--- src/rtl/vect_addr_gen.sv ---
// vect_addr_gen: per-element RF/HBM address generator with independent read/write streams; VECT_ADDR_GEN_PERF_EN adds stall_cycles
module vect_addr_gen #(
  parameter int RFADD_W  = 6,
  parameter int INT_W    = 32,
  parameter int HBMADD_W = 33,
  parameter int STRIDE_W = 16
) (
  input  logic                clk,
  input  logic                rst,
  input  logic                start,
  input  logic [RFADD_W:0]    itr,
  input  logic [STRIDE_W-1:0] stride,
  input  logic [RFADD_W-1:0]  vr_base,
  input  logic [RFADD_W-1:0]  vw_base,
  input  logic [INT_W-1:0]    base,
  input  logic                abort,
  output logic                rd_valid,
  input  logic                rd_ready,
  output logic                wr_valid,
  input  logic                wr_ready,
  output logic [RFADD_W-1:0]  vr_addr_auto_incr,
  output logic [RFADD_W-1:0]  vw_addr_auto_incr,
  output logic [HBMADD_W-1:0] araddr_HBM,
  output logic [HBMADD_W-1:0] awaddr_HBM,
  output logic                busy,
  output logic                done,
  output logic [RFADD_W:0]    rd_idx,
`ifdef VECT_ADDR_GEN_PERF_EN
  output logic [RFADD_W:0]    wr_idx,
  output logic [31:0]         stall_cycles
`else
  output logic [RFADD_W:0]    wr_idx
`endif
);
  localparam logic [1:0] IDLE = 2'd0;
  localparam logic [1:0] RUN  = 2'd1;
  localparam logic [1:0] FIN  = 2'd2;
  logic [1:0]          r_state;
  logic [RFADD_W:0]    r_itr, r_rd_idx, r_wr_idx;
  logic [STRIDE_W-1:0] r_stride;
  logic [RFADD_W-1:0]  r_vr_base, r_vw_base;
  logic [HBMADD_W-1:0] r_ar, r_aw;
  logic                w_go, w_rd_hs, w_wr_hs, w_all;
  logic [RFADD_W:0]    w_rd_nxt, w_wr_nxt;
  assign w_go     = start && r_state == IDLE;
  assign rd_valid = r_state == RUN && r_rd_idx < r_itr;
  assign wr_valid = r_state == RUN && r_wr_idx < r_itr;
  assign w_rd_hs  = rd_valid && rd_ready;
  assign w_wr_hs  = wr_valid && wr_ready;
  assign w_rd_nxt = r_rd_idx + (RFADD_W+1)'(w_rd_hs);
  assign w_wr_nxt = r_wr_idx + (RFADD_W+1)'(w_wr_hs);
  assign w_all    = w_rd_nxt == r_itr && w_wr_nxt == r_itr;
  assign vr_addr_auto_incr = r_vr_base + r_rd_idx[RFADD_W-1:0];
  assign vw_addr_auto_incr = r_vw_base + r_wr_idx[RFADD_W-1:0];
  assign araddr_HBM = r_ar;
  assign awaddr_HBM = r_aw;
  assign busy   = r_state == RUN;
  assign done   = r_state == FIN;
  assign rd_idx = r_rd_idx;
  assign wr_idx = r_wr_idx;
  always_ff @(posedge clk) begin
    if (rst) begin
      r_state   <= IDLE;
      r_itr     <= '0;
      r_stride  <= '0;
      r_vr_base <= '0;
      r_vw_base <= '0;
      r_rd_idx  <= '0;
      r_wr_idx  <= '0;
      r_ar      <= '0;
      r_aw      <= '0;
    end else begin
      r_state <= w_go ? (itr == '0 ? FIN : RUN) :
                 r_state == RUN ? (abort || w_all ? FIN : RUN) :
                 r_state == FIN ? IDLE : r_state;
      if (w_go) begin
        r_itr     <= itr;
        r_stride  <= stride;
        r_vr_base <= vr_base;
        r_vw_base <= vw_base;
        r_ar      <= HBMADD_W'(base);
        r_aw      <= HBMADD_W'(base);
      end
      if (r_state == RUN && !abort) begin
        if (w_rd_hs) begin
          r_rd_idx <= w_rd_nxt;
          r_ar     <= r_ar + HBMADD_W'(r_stride);
        end
        if (w_wr_hs) begin
          r_wr_idx <= w_wr_nxt;
          r_aw     <= r_aw + HBMADD_W'(r_stride);
        end
      end
      if (r_state == FIN) begin
        r_rd_idx <= '0;
        r_wr_idx <= '0;
      end
    end
  end
`ifdef VECT_ADDR_GEN_PERF_EN
  logic [31:0] r_stall;
  logic        w_stall;
  assign w_stall      = r_state == RUN && ((rd_valid && !rd_ready) || (wr_valid && !wr_ready));
  assign stall_cycles = r_stall;
  always_ff @(posedge clk) begin
    if (rst || w_go) r_stall <= '0;
    else if (w_stall && r_stall != '1) r_stall <= r_stall + 32'd1;
  end
`endif
endmodule

--- config.mk ---
export PLATFORM = sky130hd
export DESIGN_NAME = vect_addr_gen
export DESIGN_NICKNAME = d
export VERILOG_FILES = /design/src/rtl/vect_addr_gen.sv
export SDC_FILE = /design/constraint.sdc
export NUM_CORES = 1
export LEC_CHECK = 0
export ABC_AREA = 0
export BUFFER_PORTS_ARGS = -buffer_cell sky130_fd_sc_hd__buf_2
export CAP_MARGIN = 20
export CORE_UTILIZATION = 50
export DETAILED_ROUTE_END_ITERATION = 10
export GPL_TIMING_DRIVEN = 0
export PLACE_DENSITY = 0.77
export SYNTH_ARGS = -nofsm -noshare
export SYNTH_HDL_FRONTEND = slang
export SYNTH_SLANG_ARGS = --single-unit
--- constraint.sdc ---
create_clock -name clk -period 2.75 [get_ports clk]
set_input_delay 0.55 -clock clk [delete_from_list [all_inputs] [get_ports clk]]
set_output_delay 0.55 -clock clk [all_outputs]
set_load 0.005 [all_outputs]
==> results.py, run 1 <==
metrics = {
    "outcome": {
        "outcome": "finished with violations",
        "violations": "negative setup slack",
    },
    "yosys": {
        "synth-edff-count": 0,
        "synth-seq-area-share_pct": 30.5,
        "yosys-top-cells-area": "dfxtp_1 (31%), ha_1 (9.9%), nand2_1 (8.0%), a21oi_1 (5.6%), nor2_1 (3.8%)",
        "ys_top_cells_by_count": "nand2_1 (163), dfxtp_1 (117), a21oi_1 (86)",
        "yosys_register_bits": 117,
        "synth.avg_cell_area_um2": 7.96,
        "synth_cell_types": 75,
        "synthesis.instances": 964,
        "synth_top_flop_cell": "dfxtp_1",
        "netlist_area_um2": 7670,
        "synth.most_common_cell": "nand2_1",
        "yosys_warnings": 0,
        "yosysTopAreaCellShare_pct": 30.5,
        "synth_nets": 1102,
        "yosysTopAreaCell": "dfxtp_1",
        "ys_async_sr_fraction_pct": 0,
    },
    "route": {
        "highest_layer": "met4",
        "routed-wl-met3_mm": 2.29,
        "drt_pass1_iterations": 5,
        "via_per_inst": 6.06,
        "wl_met1_mm": 11.1,
        "drc": 0,
        "dr.first_iter.drc_count": 753,
        "antenna_left": 0,
        "wl_per_cell_um": 19.2,
        "routed_wl_mm": 26.6,
        "met2_wirelength_mm": 12.3,
        "num_vias": 8382,
    },
    "grt": {
        "grt_pass1_vias": 7998,
        "track_usage_pct": 33.3,
        "grt_antenna_before_repair": 0,
        "grt_pass1_wl_mm": 41.1,
        "grt_start_max_net_pins": 17,
        "overflow": 0,
    },
    "final_layout": {
        "n_fill_cell": 1197,
        "finalNetCount": 1324,
        "area_growth_pct": 32.9,
        "design_area_um2": 10200,
        "drive_gt1_share_pct": 29.9,
        "final_util_pct": 69.1,
        "antenna_cells": 0,
    },
    "cts": {
        "ctsLongestPathBuffers": 2,
        "cts_hold_buffers": 0,
        "cts_made_buffers": 17,
        "cts.sinks": 117,
        "insertion_delay_ps": 430,
        "cts-root-buf": "clkbuf_16",
        "clk_pin_slew_ps": 60,
        "h-tree-depth": 4,
        "cts_tree": "built",
    },
    "timing": {
        "max_freq_ghz": 0.346,
        "slew_violations": 0,
        "hold_violations": 0,
        "fin_crit_sh_pct": 105,
        "setup_viol": 2,
        "grt_setup_unrepaired": "yes",
        "holdWs_ps": 357,
        "slew_headroom_pct": 39.8,
        "finClkSkew_ps": 8.15,
        "tightest_slew_ps": 903,
        "layout_min_cycle_time_ps": 2890,
        "fin_ws_ps": -143,
    },
    "worst_hold_path": {
        "min_from": "stride[1]",
        "hold_path_class": "in2reg",
    },
    "worst_setup_path": {
        "crit_arrival_ps": 3270,
        "worst_setup_path_end_kind": "flop",
        "crit_required_ps": 3120,
        "reg2reg_from": "r_itr[4]$_SDFFE_PP0P_",
        "crit_type": "reg2reg",
        "crit_start": "r_itr[4]$_SDFFE_PP0P_",
        "rrSetupSlack_ps": -140,
        "start_kind": "flop",
        "crit_path_max_fanout": 2,
    },
    "floorplan": {
        "initial_core_util_pct": 52.0,
        "die_area_um2": 15800,
        "die_h_um": 126,
        "fp.dieW_um": 126,
        "core_area_um2": 14800,
        "ioPinCount": 169,
        "rows": 44,
    },
    "power": {
        "p_leak_nw": 4.59,
        "power_density_nw_per_um2": 753,
        "peakVddDrop_mv": 0.523,
    },
    "place": {
        "dp_hpwl_mm": 18.6,
        "portBuffers": 168,
        "placed_area_um2": 8920,
        "routabilityCongestion": 0.927,
        "post-place-ws_ps": -473,
    },
    "run": {
        "maxCapViolCount": 0,
    },
}
==> repair_timing <==
item | 4_1_cts | 5_1_grt
endpoints found under the hold margin | 0 | 0
pin swaps | 21 | 30
gates resized for setup | 42 | 39
endpoints found under the setup margin | 20 | 84
setup buffers | 26 | 10
==> worst paths after layout <==
path,cells past startpoint,endpoint
worst max-delay path,15,r_state[1]$_SDFFE_PP0P_
worst min-delay path,3,r_stride[1]$_SDFFE_PP0P_
worst max register to register,15,r_state[1]$_SDFFE_PP0P_
worst min register to register,2,r_vr_base[2]$_SDFFE_PP0P_
==> layer usage <==
layer	global-route usage, %	vias to the layer above
met2	53.4	416
met3	6.84	59
li1	-	3935
met1	42.9	3972
met5	0	-
met4	15.6	0
==> report_power, final <==
part	switching [W]	internal (W)	total, W	leakage [nW]
combinational	0.00163	0.00111	0.00275	3.28
sequential	0.000324	0.00200	0.00233	0.973
clock	0.000852	0.00174	0.00260	0.329
total	0.00281	0.00486	0.00767	4.59
==> state kept, by name, summed over array words and instances (netlist names) <==
| name | flops |
|---|---|
| r_vw_base | 6 |
| r_state | 2 |
| araddr_HBM | 33 |
| r_itr | 7 |
| r_stride | 16 |
| wr_idx | 7 |
| rd_idx | 7 |
| r_vr_base | 6 |
| awaddr_HBM | 33 |
==> worst max-delay path: stages, from the launching register on <==
cell	delay [ps]
dfxtp_2	360
inv_4	60
ha_4	260
nand4_1	90
o32a_1	390
nand3_2	100
inv_2	50
ha_4	170
ha_4	170
buf_6	130
xnor2_4	130
nor3_2	160
nand2b_1	130
o221ai_2	130
a2111oi_4	330
o31a_1	180
==> cell type report <==
class,instances,area (µm²),area share [%]
clock buffers,19,453,4.44
clock inverters,13,228,2.23
repair buffers,204,1110,10.9
plain buffers,45,188,1.84
flip-flops and latches,117,2400,23.5
well taps,184,230,2.26
multi-input cells,758,5420,53.1
inverters,43,166,1.63
==> layout by cell type, fill, tap and decap left out, drive strengths merged, types with 12 or more instances in the layout <==
master / count
nand2: 164
dfxtp: 117
clkbuf: 46
a21o: 12
nor3: 19
a211oi: 33
o21ai: 20
and3: 30
a311oi: 22
inv: 43
xor2: 26
xnor2: 25
a21oi: 88
nand3: 27
ha: 61
buf: 222
nor2: 77
a31oi: 17
==> cell families after synthesis <==
logic type	Yosys count	share of synthesized area [%]
flops	117	30.5
fa+ha+maj	65	11.0
buf+inv	89	4.52
mux	4	0.555
simple gates	383	23.7
xor+xnor	51	5.82
compound gates	255	23.9
==> stage by stage <==
stage / cells / TNS (ps) / total power [W]
after floorplan: 964 / 0 / 0.00395
after global placement: 1316 / -1090 / 0.00477
after detailed placement: 1316 / -1630 / 0.00482
after CTS: 1374 / -185 / 0.00751
after global routing: 1383 / -573 / 0.00803
final: 1383 / -280 / 0.00767
Note: power is estimated with default switching activity, not from simulation.
==> run 2: changes to the inputs <==
==> config.mk (replaced) <==
export PLATFORM = sky130hd
export DESIGN_NAME = vect_addr_gen
export DESIGN_NICKNAME = d
export VERILOG_FILES = /design/src/rtl/vect_addr_gen.sv
export SDC_FILE = /design/constraint.sdc
export NUM_CORES = 1
export LEC_CHECK = 0
export ABC_AREA = 0
export CAP_MARGIN = 20
export CORE_UTILIZATION = 53
export DETAILED_ROUTE_END_ITERATION = 10
export DONT_BUFFER_PORTS = 1
export GPL_TIMING_DRIVEN = 0
export PLACE_DENSITY = 0.71
export SKIP_LAST_GASP = 1
export SYNTH_ARGS = -nofsm -noshare
export SYNTH_HDL_FRONTEND = slang
export SYNTH_SLANG_ARGS = --single-unit
==> run 2 against run 1 <==
Net effect: the run still ends with negative setup slack left; clock skew up 1.1 ps; first-iteration DRC count shrank 44%; cell count decreased by 14%; global-route usage down 0.42 points; critical path depth decreased by 2.
==> results.py, run 2 (synthesis gave the netlist of run 1 again) <==
metrics = {
    "cts": {
        "cts_tree": "built",
        "clk_pin_slew_ps": 50,
        "ctsLongestPathBuffers": 2,
        "cts_made_buffers": 17,
        "cts-root-buf": "clkbuf_16",
        "cts.sinks": 117,
        "insertion_delay_ps": 430,
        "h-tree-depth": 4,
    },
    "power": {
        "power_density_nw_per_um2": 761,
        "p_leak_nw": 3.62,
        "peakVddDrop_mv": 0.523,
    },
    "timing": {
        "slew_headroom_pct": 44.6,
        "finClkSkew_ps": 9.21,
        "grt_setup_unrepaired": "yes",
        "hold_violations": 0,
        "holdWs_ps": 247,
        "max_freq_ghz": 0.309,
        "tightest_slew_ps": 831,
        "slew_violations": 0,
        "layout_min_cycle_time_ps": 3240,
        "final.setup.tns_ps": -998,
        "fin_crit_sh_pct": 118,
        "fin_ws_ps": -486,
        "setup_viol": 5,
    },
    "final_layout": {
        "final_util_pct": 64.2,
        "finalNetCount": 1138,
        "layout_common_cells": "nand2_1 (163), dfxtp_1 (94), a21oi_1 (82)",
        "design_area_um2": 8980,
        "area_growth_pct": 17.1,
        "final_common_cell": "nand2_1",
        "n_fill_cell": 1218,
        "drive_gt1_share_pct": 14.8,
        "stdcell_count": 1194,
    },
    "floorplan": {
        "fp.dieW_um": 122,
        "die_area_um2": 15000,
        "rows": 43,
        "ioPinCount": 169,
        "initial_core_util_pct": 54.8,
        "die_h_um": 122,
        "core_area_um2": 14000,
    },
    "route": {
        "routed_wl_mm": 24.6,
        "drt_pass1_iterations": 7,
        "dr.first_iter.drc_count": 424,
        "via_per_inst": 6.23,
        "drc": 0,
        "num_vias": 7441,
        "antenna_left": 0,
        "wl_per_cell_um": 20.6,
    },
    "worst_setup_path": {
        "critical_path.slowest_cell": "a211oi_4",
        "crit_type": "reg2reg",
        "critPathMaxStageDelay_ps": 480,
        "path_cells": "ha_4 > and4_4 > a211oi_4 > and2_4 > ha_4 > ha_4 > nand3_4 > nor2_4 > xor2_2 > and3_4 > o22ai_2 > a2111oi_4 > o21ai_1",
        "crit_required_ps": 3050,
        "crit_arrival_ps": 3540,
        "worst_setup_path_end_kind": "flop",
        "path_buf_inv": 0,
        "worst_path_dominant_cell_family": "compound AO/OA/AOI/OAI gates",
        "crit_path_max_fanout": 6,
        "cpMostUsedCell": "ha_4",
        "start_kind": "flop",
    },
    "grt": {
        "grt_antenna_before_repair": 2,
        "grt_pass1_wl_mm": 37.3,
        "overflow": 0,
        "grt_pass1_vias": 6925,
        "grt_start_max_net_pins": 17,
        "track_usage_pct": 32.9,
    },
    "outcome": {
        "violations": "negative setup slack",
        "outcome": "finished with violations",
    },
    "place": {
        "numPlacedInstances": 1144,
        "dp_hpwl_mm": 18.1,
        "portBuffers": 0,
        "routabilityCongestion": 0.924,
        "placed_area_um2": 8070,
    },
    "run": {
        "maxCapViolCount": 0,
    },
    "worst_hold_path": {
        "hold_path_class": "in2reg",
    },
}
## run 2: worst register-to-register path, stage by stage (launching register included)
cell       delay [ps]
dfxtp_4           430
ha_4              240
and4_4            200
a211oi_4          480
and2_4            260
ha_4              140
ha_4              160
nand3_4           110
nor2_4            150
xor2_2            170
and3_4            200
o22ai_2            80
a2111oi_4         380
o21ai_1           120
## run 2: worst paths after layout
| check | end | start | slack, ps | depth (start not counted) |
|---|---|---|---|---|
| max reg2reg | r_state[0]$_SDFFE_PP0P_ | rd_idx[5]$_SDFFE_PP0P_ | -490 | 13 |
| min | r_stride[0]$_SDFFE_PP0P_ | stride[0] | 250 | 2 |
| min reg2reg | r_vr_base[2]$_SDFFE_PP0P_ | r_vr_base[2]$_SDFFE_PP0P_ | 460 | 2 |
| max | r_state[0]$_SDFFE_PP0P_ | rd_idx[5]$_SDFFE_PP0P_ | -490 | 13 |
## run 2: per-layer routing
metal | track usage [%] | share of wire, %
met5 | 0 | 0.057
met3 | 11.4 | 10
met4 | 13.9 | 3.8
met1 | 41.2 | 42
met2 | 50.9 | 44
## run 2: report_power, final
part	switching [W]	total [W]	leakage, nW	internal, W
Clock	0.000816	0.00215	0.280	0.00133
Combinational	0.00142	0.00230	2.37	0.000871
Sequential	0.000378	0.00239	0.972	0.00201
## run 2: layout make-up
cell class | count | area (µm²) | share of cell area (%)
Tap cell | 180 | 225 | 2.51
Buffer | 46 | 201 | 2.24
Antenna cell | 1 | 2.50 | 0.0279
Clock buffer | 24 | 492 | 5.47
Sequential cell | 117 | 2390 | 26.6
Inverter | 43 | 161 | 1.80
Multi-Input combinational cell | 758 | 5310 | 59.1
Timing Repair Buffer | 17 | 128 | 1.42
Clock inverter | 8 | 72.6 | 0.808
## run 2: metrics by stage
step | power (W) | worst slack (ps)
floorplan | 0.00395 | 2.41
global placement | 0.00453 | -546
detailed placement | 0.00456 | -536
CTS | 0.00674 | -332
global route | 0.00721 | -569
finish | 0.00683 | -486
## run 2: what timing repair did
item / CTS / global route
hold buffers: 0 / 0
gates resized for setup: 19 / 43
buffers inserted: 8 / 9
endpoints found under the setup margin: 44 / 91
pin swaps: 14 / 17
==> run 3: changes to the inputs <==
--- a/config.mk
+++ b/config.mk
@@ -11,7 +11,7 @@
 export DETAILED_ROUTE_END_ITERATION = 10
 export DONT_BUFFER_PORTS = 1
 export GPL_TIMING_DRIVEN = 0
-export PLACE_DENSITY = 0.71
+export PLACE_DENSITY = 0.68
 export SKIP_LAST_GASP = 1
 export SYNTH_ARGS = -nofsm -noshare
 export SYNTH_HDL_FRONTEND = slang
==> constraint.sdc (replaced) <==
create_clock -name clk -period 3.55 [get_ports clk]
set_input_delay 0.71 -clock clk [delete_from_list [all_inputs] [get_ports clk]]
set_output_delay 0.71 -clock clk [all_outputs]
set_load 0.005 [all_outputs]
==> run 3 against run 2 <==
Net effect: setup slack better by 640 ps; global-route usage fell by 0.25 points; largest cell class unchanged; critical path depth unchanged; final area down 3.6%; sequential cell count stayed put; combinational power is 26% lower; the run now ends clean; via count is 1.9% lower; worst hold slack better by 170 ps; sequential power down 23%; highest routed layer is now met4.
==> results.py, run 3 (synthesis gave the netlist of run 1 again) <==
metrics = {
    "outcome": {
        "outcome": "finished, final reports clean",
    },
    "worst_hold_path": {
        "whs_path_depth": 2,
        "hold_path_class": "in2reg",
        "min_from": "stride[4]",
        "worstHoldEndpoint": "r_stride[4]$_SDFFE_PP0P_",
    },
    "timing": {
        "setup_viol": 0,
        "fin_crit_sh_pct": 95.5,
        "slew_headroom_pct": 44.6,
        "layout_min_cycle_time_ps": 3390,
        "holdWs_ps": 418,
        "slew_violations": 0,
        "hold_violations": 0,
        "finClkSkew_ps": 9.72,
        "max_freq_ghz": 0.295,
        "tightest_slew_ps": 830,
    },
    "worst_setup_path": {
        "worst_path_dominant_cell_family": "compound AO/OA/AOI/OAI gates",
        "rrSetupSlack_ps": 160,
        "crit_type": "reg2reg",
        "r2r-end": "r_state[1]$_SDFFE_PP0P_",
        "crit_start": "rd_idx[3]$_SDFFE_PP0P_",
        "critPathMaxStageDelay_ps": 500,
        "path_buf_inv": 0,
        "reg2reg_from": "rd_idx[3]$_SDFFE_PP0P_",
        "start_kind": "flop",
        "path_cells": "ha_1 > and4_1 > a211oi_4 > and2_4 > ha_2 > ha_4 > nand3_4 > nor2_4 > xor2_1 > and3_1 > o22ai_1 > a2111oi_2 > o31a_1",
        "crit_required_ps": 3920,
        "crit_path_max_fanout": 7,
        "crit_arrival_ps": 3760,
        "worstRegToRegCells": 13,
        "worst_setup_path_end_kind": "flop",
        "critical_path.slowest_cell": "dfxtp_2",
    },
    "route": {
        "wl_per_cell_um": 20.5,
        "via_per_inst": 6.19,
        "num_vias": 7302,
        "dr.first_iter.drc_count": 487,
        "drc": 0,
        "drt_pass1_iterations": 5,
        "antenna_left": 0,
        "routed_wl_mm": 24.2,
    },
    "place": {
        "routabilityCongestion": 0.925,
        "dp_hpwl_mm": 18.1,
        "placed_area_um2": 7900,
        "portBuffers": 0,
        "numPlacedInstances": 1144,
    },
    "cts": {
        "h-tree-depth": 4,
        "cts_made_buffers": 17,
        "ctsLongestPathBuffers": 2,
        "cts_tree": "built",
        "insertion_delay_ps": 430,
        "clk_pin_slew_ps": 50,
        "cts_hold_buffers": 0,
        "cts-root-buf": "clkbuf_16",
        "cts.sinks": 117,
    },
    "grt": {
        "grt_start_max_net_pins": 17,
        "overflow": 0,
        "grt_pass1_vias": 6976,
        "grt_pass1_wl_mm": 36.9,
        "track_usage_pct": 32.6,
        "grt_antenna_before_repair": 2,
    },
    "floorplan": {
        "initial_core_util_pct": 54.8,
        "ioPinCount": 169,
        "die_h_um": 122,
        "die_area_um2": 15000,
        "fp.dieW_um": 122,
        "core_area_um2": 14000,
        "rows": 43,
    },
    "final_layout": {
        "final_common_cell": "nand2_1",
        "area_growth_pct": 12.9,
        "stdcell_count": 1179,
        "n_fill_cell": 1317,
        "drive_gt1_share_pct": 8.53,
        "layout_common_cells": "nand2_1 (163), dfxtp_1 (109), a21oi_1 (84)",
        "finalNetCount": 1122,
        "design_area_um2": 8660,
    },
    "power": {
        "p_leak_nw": 3.55,
        "power_density_nw_per_um2": 638,
        "peakVddDrop_mv": 0.452,
        "p_total_w": 0.00552,
    },
    "run": {
        "maxCapViolCount": 0,
    },
}
-- run 3: layout make-up --
cell class | instances | area (µm²) | share of cell area (%)
multi-input cells | 758 | 5050 | 58.3
clock buffers | 23 | 468 | 5.41
clock inverters | 9 | 198 | 2.28
inverters | 43 | 161 | 1.86
repair buffers | 1 | 7.51 | 0.0867
plain buffers | 46 | 185 | 2.14
flip-flops and latches | 117 | 2360 | 27.2
diodes | 2 | 5.00 | 0.0578
well taps | 180 | 225 | 2.60
-- run 3: report_power, final --
part           internal [W]  leakage, nW  total, W  switching (W)
clock network       0.00135        0.321   0.00199       0.000637
logic              0.000634         2.26   0.00170        0.00107
registers           0.00155        0.964   0.00183       0.000278
total               0.00354         3.55   0.00552        0.00199
-- run 3: through the flow --
step,setup slack [ps],util (%),setup TNS [ps]
finish,158,61.9,0
floorplan,451,-,0
global placement,-373,56.4,-689
global route,-1.63,61.9,-1.82
detailed placement,-353,56.4,-635
CTS,36.1,61.3,0
-- run 3: layer usage --
layer	share of wire [%]	track usage, %
met1	42	40.9
met2	44	50.8
met3	9.8	9.80
met4	3.9	15.6
met5	0	0
-- run 3: timing repair --
action / 4_1_cts / 5_1_grt
pin swaps: 1 / 5
resized for setup: 7 / 22
buffers inserted: 0 / 1
setup endpoints to repair: 2 / 2
-- run 3: worst max path at each step --
stage | endpoint | slack, ps | cells after the start
finish | r_state[1]$_SDFFE_PP0P_ | 160 | 13
global route | r_state[0]$_SDFFE_PP0P_ | -2 | 13
CTS | r_state[0]$_SDFFE_PP0P_ | 40 | 15
detailed placement | r_state[0]$_SDFFE_PP0P_ | -350 | 14
global placement | r_state[0]$_SDFFE_PP0P_ | -370 | 14
floorplan | r_state[0]$_SDFFE_PP0P_ | 450 | 14
-- run 3: worst reg2reg max path: cells and delay by family (launching register included) --
family	cells	cell delay, ps
adders and majority gates	3	670
xor gates and xnor gates	1	170
DFF	1	500
and+or+nand+nor	5	880
AOI/OAI and AO/OA	4	1110
